File: config.mk
export PLATFORM = sky130hd
export DESIGN_NAME = moving_sum_accum
export DESIGN_NICKNAME = d
export VERILOG_FILES = /design/src/rtl/movsum_pkg.sv /design/src/rtl/movsum_fill_ctrl.sv /design/src/rtl/moving_sum_accum.sv
export SDC_FILE = /design/constraint.sdc
export NUM_CORES = 1
export LEC_CHECK = 0
export ABC_AREA = 1
export ABC_CLOCK_PERIOD_IN_PS = 4000
export BUFFER_PORTS_ARGS = -buffer_cell sky130_fd_sc_hd__clkbuf_2
export CORE_MARGIN = 3
export CORE_UTILIZATION = 45
export CTS_CLUSTER_SIZE = 12
export DETAILED_ROUTE_END_ITERATION = 10
export PLACE_DENSITY = 0.67
export SLEW_MARGIN = 20
export SYNTH_ARGS = -nofsm -noshare
export SYNTH_HDL_FRONTEND = slang
export SYNTH_SLANG_ARGS = --single-unit
export TNS_END_PERCENT = 100
File: constraint.sdc
create_clock -name clk -period 4 [get_ports clk]
set_clock_uncertainty 0.1 [all_clocks]
set_input_delay 0.6 -clock clk [delete_from_list [all_inputs] [get_ports clk]]
set_output_delay 0.6 -clock clk [all_outputs]
set_load 0.03 [all_outputs]
File: src/rtl/movsum_pkg.sv
// -----------------------------------------------------------------------------
// movsum_pkg
// Shared definitions for the moving-window sum accumulator:
//   - movsum_state_e : warm-up / window-full state encoding
//   - movsum_ssize() : sum width that cannot overflow for the largest window
//   - movsum_fill_w(): width of the fill counter (must hold N = 2^ASIZE)
// -----------------------------------------------------------------------------
package movsum_pkg;

   typedef enum logic {
      FILL = 1'b0,
      RUN  = 1'b1
   } movsum_state_e;

   // Largest window is 2^ASIZE samples of (2^DSIZE-1); one extra bit gives
   // headroom for a TAP_OFFSET that pushes N just past 2^ASIZE.
   function automatic int movsum_ssize(input int dsize, input int asize);
      return dsize + asize + 1;
   endfunction

   function automatic int movsum_fill_w(input int asize);
      return asize + 1;
   endfunction

endpackage

File: src/rtl/movsum_fill_ctrl.sv
// -----------------------------------------------------------------------------
// movsum_fill_ctrl
// Window warm-up controller: FILL/RUN state, fill counter, valid flag and
// detection of tap (ADDR) changes that restart the window.
//
// Ports:
//   clk       in   clock, rising edge
//   Reset     in   synchronous active-low reset
//   ce        in   sample enable (same enable as the shift register)
//   ADDR      in   current tap setting, N = ADDR + TAP_OFFSET
//   restart   out  ADDR differs from the registered copy this cycle
//   state     out  current FSM state
//   fill_cnt  out  samples accumulated since restart, saturates at N
//   sum_valid out  window is full
//
// state | meaning
// ------+----------------------------------------------------------
// FILL  | warm-up: counting samples, leaving sample (Qdly) ignored
// RUN   | window full: add entering sample, subtract leaving sample
// -----------------------------------------------------------------------------
module movsum_fill_ctrl
   import movsum_pkg::*;
#(
   parameter int ASIZE      = 4,
   parameter int TAP_OFFSET = 1,
   parameter int FW         = movsum_fill_w(ASIZE)
) (
   input  logic             clk,
   input  logic             Reset,
   input  logic             ce,
   input  logic [ASIZE-1:0] ADDR,
   output logic             restart,
   output movsum_state_e    state,
   output logic [FW-1:0]    fill_cnt,
   output logic             sum_valid
);

   logic [ASIZE-1:0] addr_q;
   logic [FW-1:0]    win_len;
   logic [FW-1:0]    cnt_inc;
   logic [FW-1:0]    cnt_d;
   logic             valid_d;
   movsum_state_e    state_d;

   assign win_len = {1'b0, addr_q} + FW'(TAP_OFFSET);
   assign cnt_inc = fill_cnt + FW'(1);

   // A tap change is seen regardless of ce, since the window length is
   // no longer what the accumulated sum represents.
   assign restart = (ADDR != addr_q);

   always_comb begin
      state_d = state;
      cnt_d   = fill_cnt;
      valid_d = sum_valid;
      if (restart) begin
         state_d = FILL;
         cnt_d   = '0;
         valid_d = 1'b0;
      end else if (ce) begin
         case (state)
            FILL: begin
               cnt_d = cnt_inc;
               if (cnt_inc == win_len) begin
                  state_d = RUN;
                  valid_d = 1'b1;
               end
            end
            RUN: begin
               cnt_d = fill_cnt;
            end
            default: begin
               state_d = FILL;
               cnt_d   = '0;
               valid_d = 1'b0;
            end
         endcase
      end
   end

   always_ff @(posedge clk) begin
      if (!Reset) begin
         state     <= FILL;
         fill_cnt  <= '0;
         sum_valid <= 1'b0;
         addr_q    <= ADDR;
      end else begin
         state     <= state_d;
         fill_cnt  <= cnt_d;
         sum_valid <= valid_d;
         addr_q    <= ADDR;
      end
   end

endmodule

File: src/rtl/moving_sum_accum.sv
// -----------------------------------------------------------------------------
// moving_sum_accum
// Running boxcar sum over the last N samples of a stream that also feeds a
// RAM-based variable-depth shift register. Each enabled cycle adds the
// entering sample (Din) and, once the window is full, subtracts the sample
// leaving the shift register (Qdly). N = ADDR + TAP_OFFSET.
//
// Optional build macro: MOVSUM_PEAK_EN adds Peak_clr / Peak, a register
// holding the largest Sum seen while Sum_valid is high.
//
// Ports:
//   clk       in   clock, rising edge
//   Reset     in   synchronous active-low reset
//   ce        in   sample enable (shared with the shift register)
//   Peak_clr  in   clear Peak (MOVSUM_PEAK_EN only)
//   Din       in   sample entering the window
//   Qdly      in   sample leaving the window (shift register Q)
//   ADDR      in   tap setting
//   Sum       out  registered window sum
//   Sum_valid out  window holds N samples
//   Peak      out  maximum valid Sum (MOVSUM_PEAK_EN only)
//   Fill_cnt  out  samples accumulated during warm-up, saturates at N
// -----------------------------------------------------------------------------
module moving_sum_accum
   import movsum_pkg::*;
#(
   parameter int DSIZE      = 8,
   parameter int ASIZE      = 4,
   parameter int TAP_OFFSET = 1,
   parameter int SSIZE      = movsum_ssize(DSIZE, ASIZE)
) (
   input  logic                       clk,
   input  logic                       Reset,
   input  logic                       ce,
`ifdef MOVSUM_PEAK_EN
   input  logic                       Peak_clr,
`endif
   input  logic [DSIZE-1:0]           Din,
   input  logic [DSIZE-1:0]           Qdly,
   input  logic [ASIZE-1:0]           ADDR,
   output logic [SSIZE-1:0]           Sum,
   output logic                       Sum_valid,
`ifdef MOVSUM_PEAK_EN
   output logic [SSIZE-1:0]           Peak,
`endif
   output logic [movsum_fill_w(ASIZE)-1:0] Fill_cnt
);

   localparam int FW = movsum_fill_w(ASIZE);

   logic          restart;
   movsum_state_e state;
   logic [SSIZE-1:0] sum_d;

   movsum_fill_ctrl #(
      .ASIZE      (ASIZE),
      .TAP_OFFSET (TAP_OFFSET),
      .FW         (FW)
   ) u_fill_ctrl (
      .clk       (clk),
      .Reset     (Reset),
      .ce        (ce),
      .ADDR      (ADDR),
      .restart   (restart),
      .state     (state),
      .fill_cnt  (Fill_cnt),
      .sum_valid (Sum_valid)
   );

   // During FILL the shift register still outputs pre-restart samples, so
   // Qdly is only subtracted once the window is full.
   always_comb begin
      sum_d = Sum;
      if (restart) begin
         sum_d = '0;
      end else if (ce) begin
         if (state == RUN) begin
            sum_d = Sum + SSIZE'(Din) - SSIZE'(Qdly);
         end else begin
            sum_d = Sum + SSIZE'(Din);
         end
      end
   end

   always_ff @(posedge clk) begin
      if (!Reset) begin
         Sum <= '0;
      end else begin
         Sum <= sum_d;
      end
   end

`ifdef MOVSUM_PEAK_EN
   // Compares the registered Sum, so Peak lags Sum by one clock.
   always_ff @(posedge clk) begin
      if (!Reset) begin
         Peak <= '0;
      end else if (Peak_clr || restart) begin
         Peak <= '0;
      end else if (Sum_valid && (Sum > Peak)) begin
         Peak <= Sum;
      end
   end
`endif

endmodule

==> results.cfg <==
[power]
ir_worst_vdd_v = 0.000173
leakage_uw = 0.00128
powerDensity_nw_per_um2 = 240
total_power_uw = 602

[sta]
finalHoldViolCount = 0
grt_setup_unrepaired = no
period_needed_ns = 3.08
fmax_mhz = 324
worst_slew_pin_slew_ns = 0.894
fin_tns_setup_ns = 0
slew_headroom_pct = 40.4
setup_viol_count_final = 0
period_share_pct = 77.1
drv_slew = 0

[global_routing]
grt_pass1_wl_um = 8350
antenna_found_initial = 0
grt.overflow.total = 0
grt_max_degree = 15
grt.total_usage_pct = 18.8
grt_pass1_vias = 1879

[final_layout]
area_growth_pct = 14.5
fin_nets = 406
final_util_pct = 55.4
final_common_cell = nand2_1
n_antenna_cell = 0
layout-drive-gt1-share_pct = 22.1
final_cell_mix = 79 x nand2_1, 54 x inv_1, 41 x clkbuf_2
final_cell_count_no_fill = 427

[detailed_routing]
drt-initial-drc-count = 84
vias_per_cell = 4.89
wire_per_inst_um = 12.0
vias = 2089
drt_first_pass_iters = 4
drc = 0
ant_nets = 0
wl_um = 5110

[yosys]
syn_inst = 321
syn-cell-area_um2 = 2190
ys_seq_area_share_pct = 21.9
ys_types = 36
avgSynthCellArea_um2 = 6.84
yosys_register_bits = 24
yosys_warnings = 0
syn-num-nets = 364

[clocking]
h-tree-depth = 1
cts_buffer_depth = 2
postCtsSetupRepairBufs = 0
clock_latency_ns = 0.27
numCtsBuffers = 3
cts_tree = built
ctsResizeCount = 0
cts_root_buf = clkbuf_8
cts.sinks = 24
clk_pin_slew_ns = 0.09
hold_buffers = 0

[hold_path]
hp-start = ADDR[1]
min_path_type = input port to flip-flop
hold_depth = 1
holdPathEnd = u_fill_ctrl.addr_q[1]$_DFF_P_

[floorplan]
rows = 24
core_um2 = 4530
io_pins = 42
die-area_um2 = 5750
die_h_um = 75.8
start_util_pct = 48.4
floorplan.die.width_um = 75.8

[place]
port_buffers = 41
dp_cells = 423
place_congestion = 0.866
hpwl_um = 4060

[critical_path]
rr_worst_depth = 19
worst_setup_path_end_kind = flip-flop
reg2reg_slack_ns = 0.99
worstSetupStartpointType = input port
arrival_ns = 3.17
crit-reg2reg-launch = Sum[0]$_SDFFE_PP0P_
worstPathMaxFanout = 6
r2r-end = Sum[12]$_SDFFE_PP0P_
cp.required_ns = 4.08
path_class = input port to flip-flop

[run]
cap_violations = 0

[outcome]
outcome = finished clean
-- metal layers --
metal	share of wire (%)	track usage, %	up-vias
li1	-	-	1117
met1	50	25.9	912
met2	43	30.5	51
met3	4.3	1.72	9
met4	2.1	6.60	0
met5	0	0	-
-- power breakdown --
part / total [uW] / switching [uW] / internal [uW]
Combinational: 134 / 80.7 / 52.9
Sequential: 248 / 5.01 / 243
Clock: 220 / 86.4 / 134
Total: 602 / 172 / 430
-- Yosys cell counts --
cell	count	share of area (%)
nand3_2	1	0.46
or3_1	1	0.29
a21oi_2	9	3.6
nand4_1	6	1.7
nor2_2	3	0.86
o211ai_1	5	1.7
nand2_1	79	14
inv_1	54	9.2
or2_2	1	0.29
buf_2	1	0.23
nor2_1	14	2.4
fa_1	2	1.8
nand3_1	29	6.6
xor2_1	7	2.8
clkbuf_1	1	0.17
ha_1	18	10
o21bai_1	2	0.68
a21oi_1	14	3.2
a221oi_1	1	0.40
clkinv_4	1	0.40
xnor2_1	13	5.2
o21ai_1	2	0.46
a31oi_4	2	1.9
dfxtp_1	24	22
nor2_4	3	1.5
a31o_2	1	0.40
o21ai_0	7	1.6
a21o_1	1	0.34
a21boi_2	1	0.51
o22ai_1	1	0.29
inv_2	4	0.68
nor3_1	1	0.23
buf_12	1	0.91
a211oi_1	1	0.34
nand2_2	9	2.6
buf_6	1	0.51
-- area by class of cell --
type | instances | area (um^2)
fill | 448 | 2020
tap | 65 | 81.3
clock buffer | 3 | 41.3
timing repair buffer | 41 | 205
sequential | 24 | 480
clock inverter | 1 | 30.0
inverter | 59 | 226
multi-input combinational | 234 | 1450
-- state kept, by name, indices dropped and copies added (netlist names) --
register	flops
u_fill_ctrl.addr_q	4
u_fill_ctrl.fill_cnt	5
u_fill_ctrl.sum_valid	1
Sum	13
u_fill_ctrl.state	1
-- logic make-up (layout without fill, tap and decap cells) --
kind of cell | after synthesis | in the layout | share of synthesized area, %
and+or+nand+nor | 147 | 147 | 30.4
buffers and inverters | 63 | 104 | 12.1
DFF | 24 | 24 | 21.9
xor gates and xnor gates | 20 | 20 | 7.98
AOI/OAI and AO/OA | 47 | 47 | 15.5
adders and majority gates | 20 | 20 | 12.1
-- worst max-delay path: stages --
cell and delay, ns:
clkbuf_2 0.08, ha_1 0.26, fa_1 0.45, nand3_1 0.11
nand3_2 0.10, xnor2_1 0.20, inv_1 0.07, ha_1 0.34
nand2_1 0.09, inv_1 0.04, nand4_1 0.06, nand3_1 0.12
nand2_1 0.09, nand2_1 0.10, nor2_4 0.14, nand3_1 0.09
nand2_1 0.06, nand3_1 0.06, nand2_1 0.07, inv_1 0.04
-- worst max-delay path by stage --
stage | from | to | slack [ns] | cells past startpoint
2_1_floorplan | Din[0] | Sum[12]$_SDFFE_PP0P_ | 1.03 | 19
3_3_place_gp | Din[2] | Sum[12]$_SDFFE_PP0P_ | 0.72 | 19
3_5_place_dp | Din[0] | Sum[12]$_SDFFE_PP0P_ | 0.69 | 20
4_1_cts | Din[0] | Sum[12]$_SDFFE_PP0P_ | 0.96 | 20
5_1_grt | Din[0] | Sum[12]$_SDFFE_PP0P_ | 0.67 | 20
6_report | Din[0] | Sum[12]$_SDFFE_PP0P_ | 0.92 | 20
-- through the flow --
stage               hold WS, ns  area, um^2  setup WS [ns]
detailed placement        0.347        2440          0.685
CTS                       0.329        2510          0.958
global placement          0.346        2440          0.723
floorplan                 0.444        2190           1.03
finish                    0.334        2510          0.915
global route              0.324        2510          0.675
(Power assumes the default switching activity.)
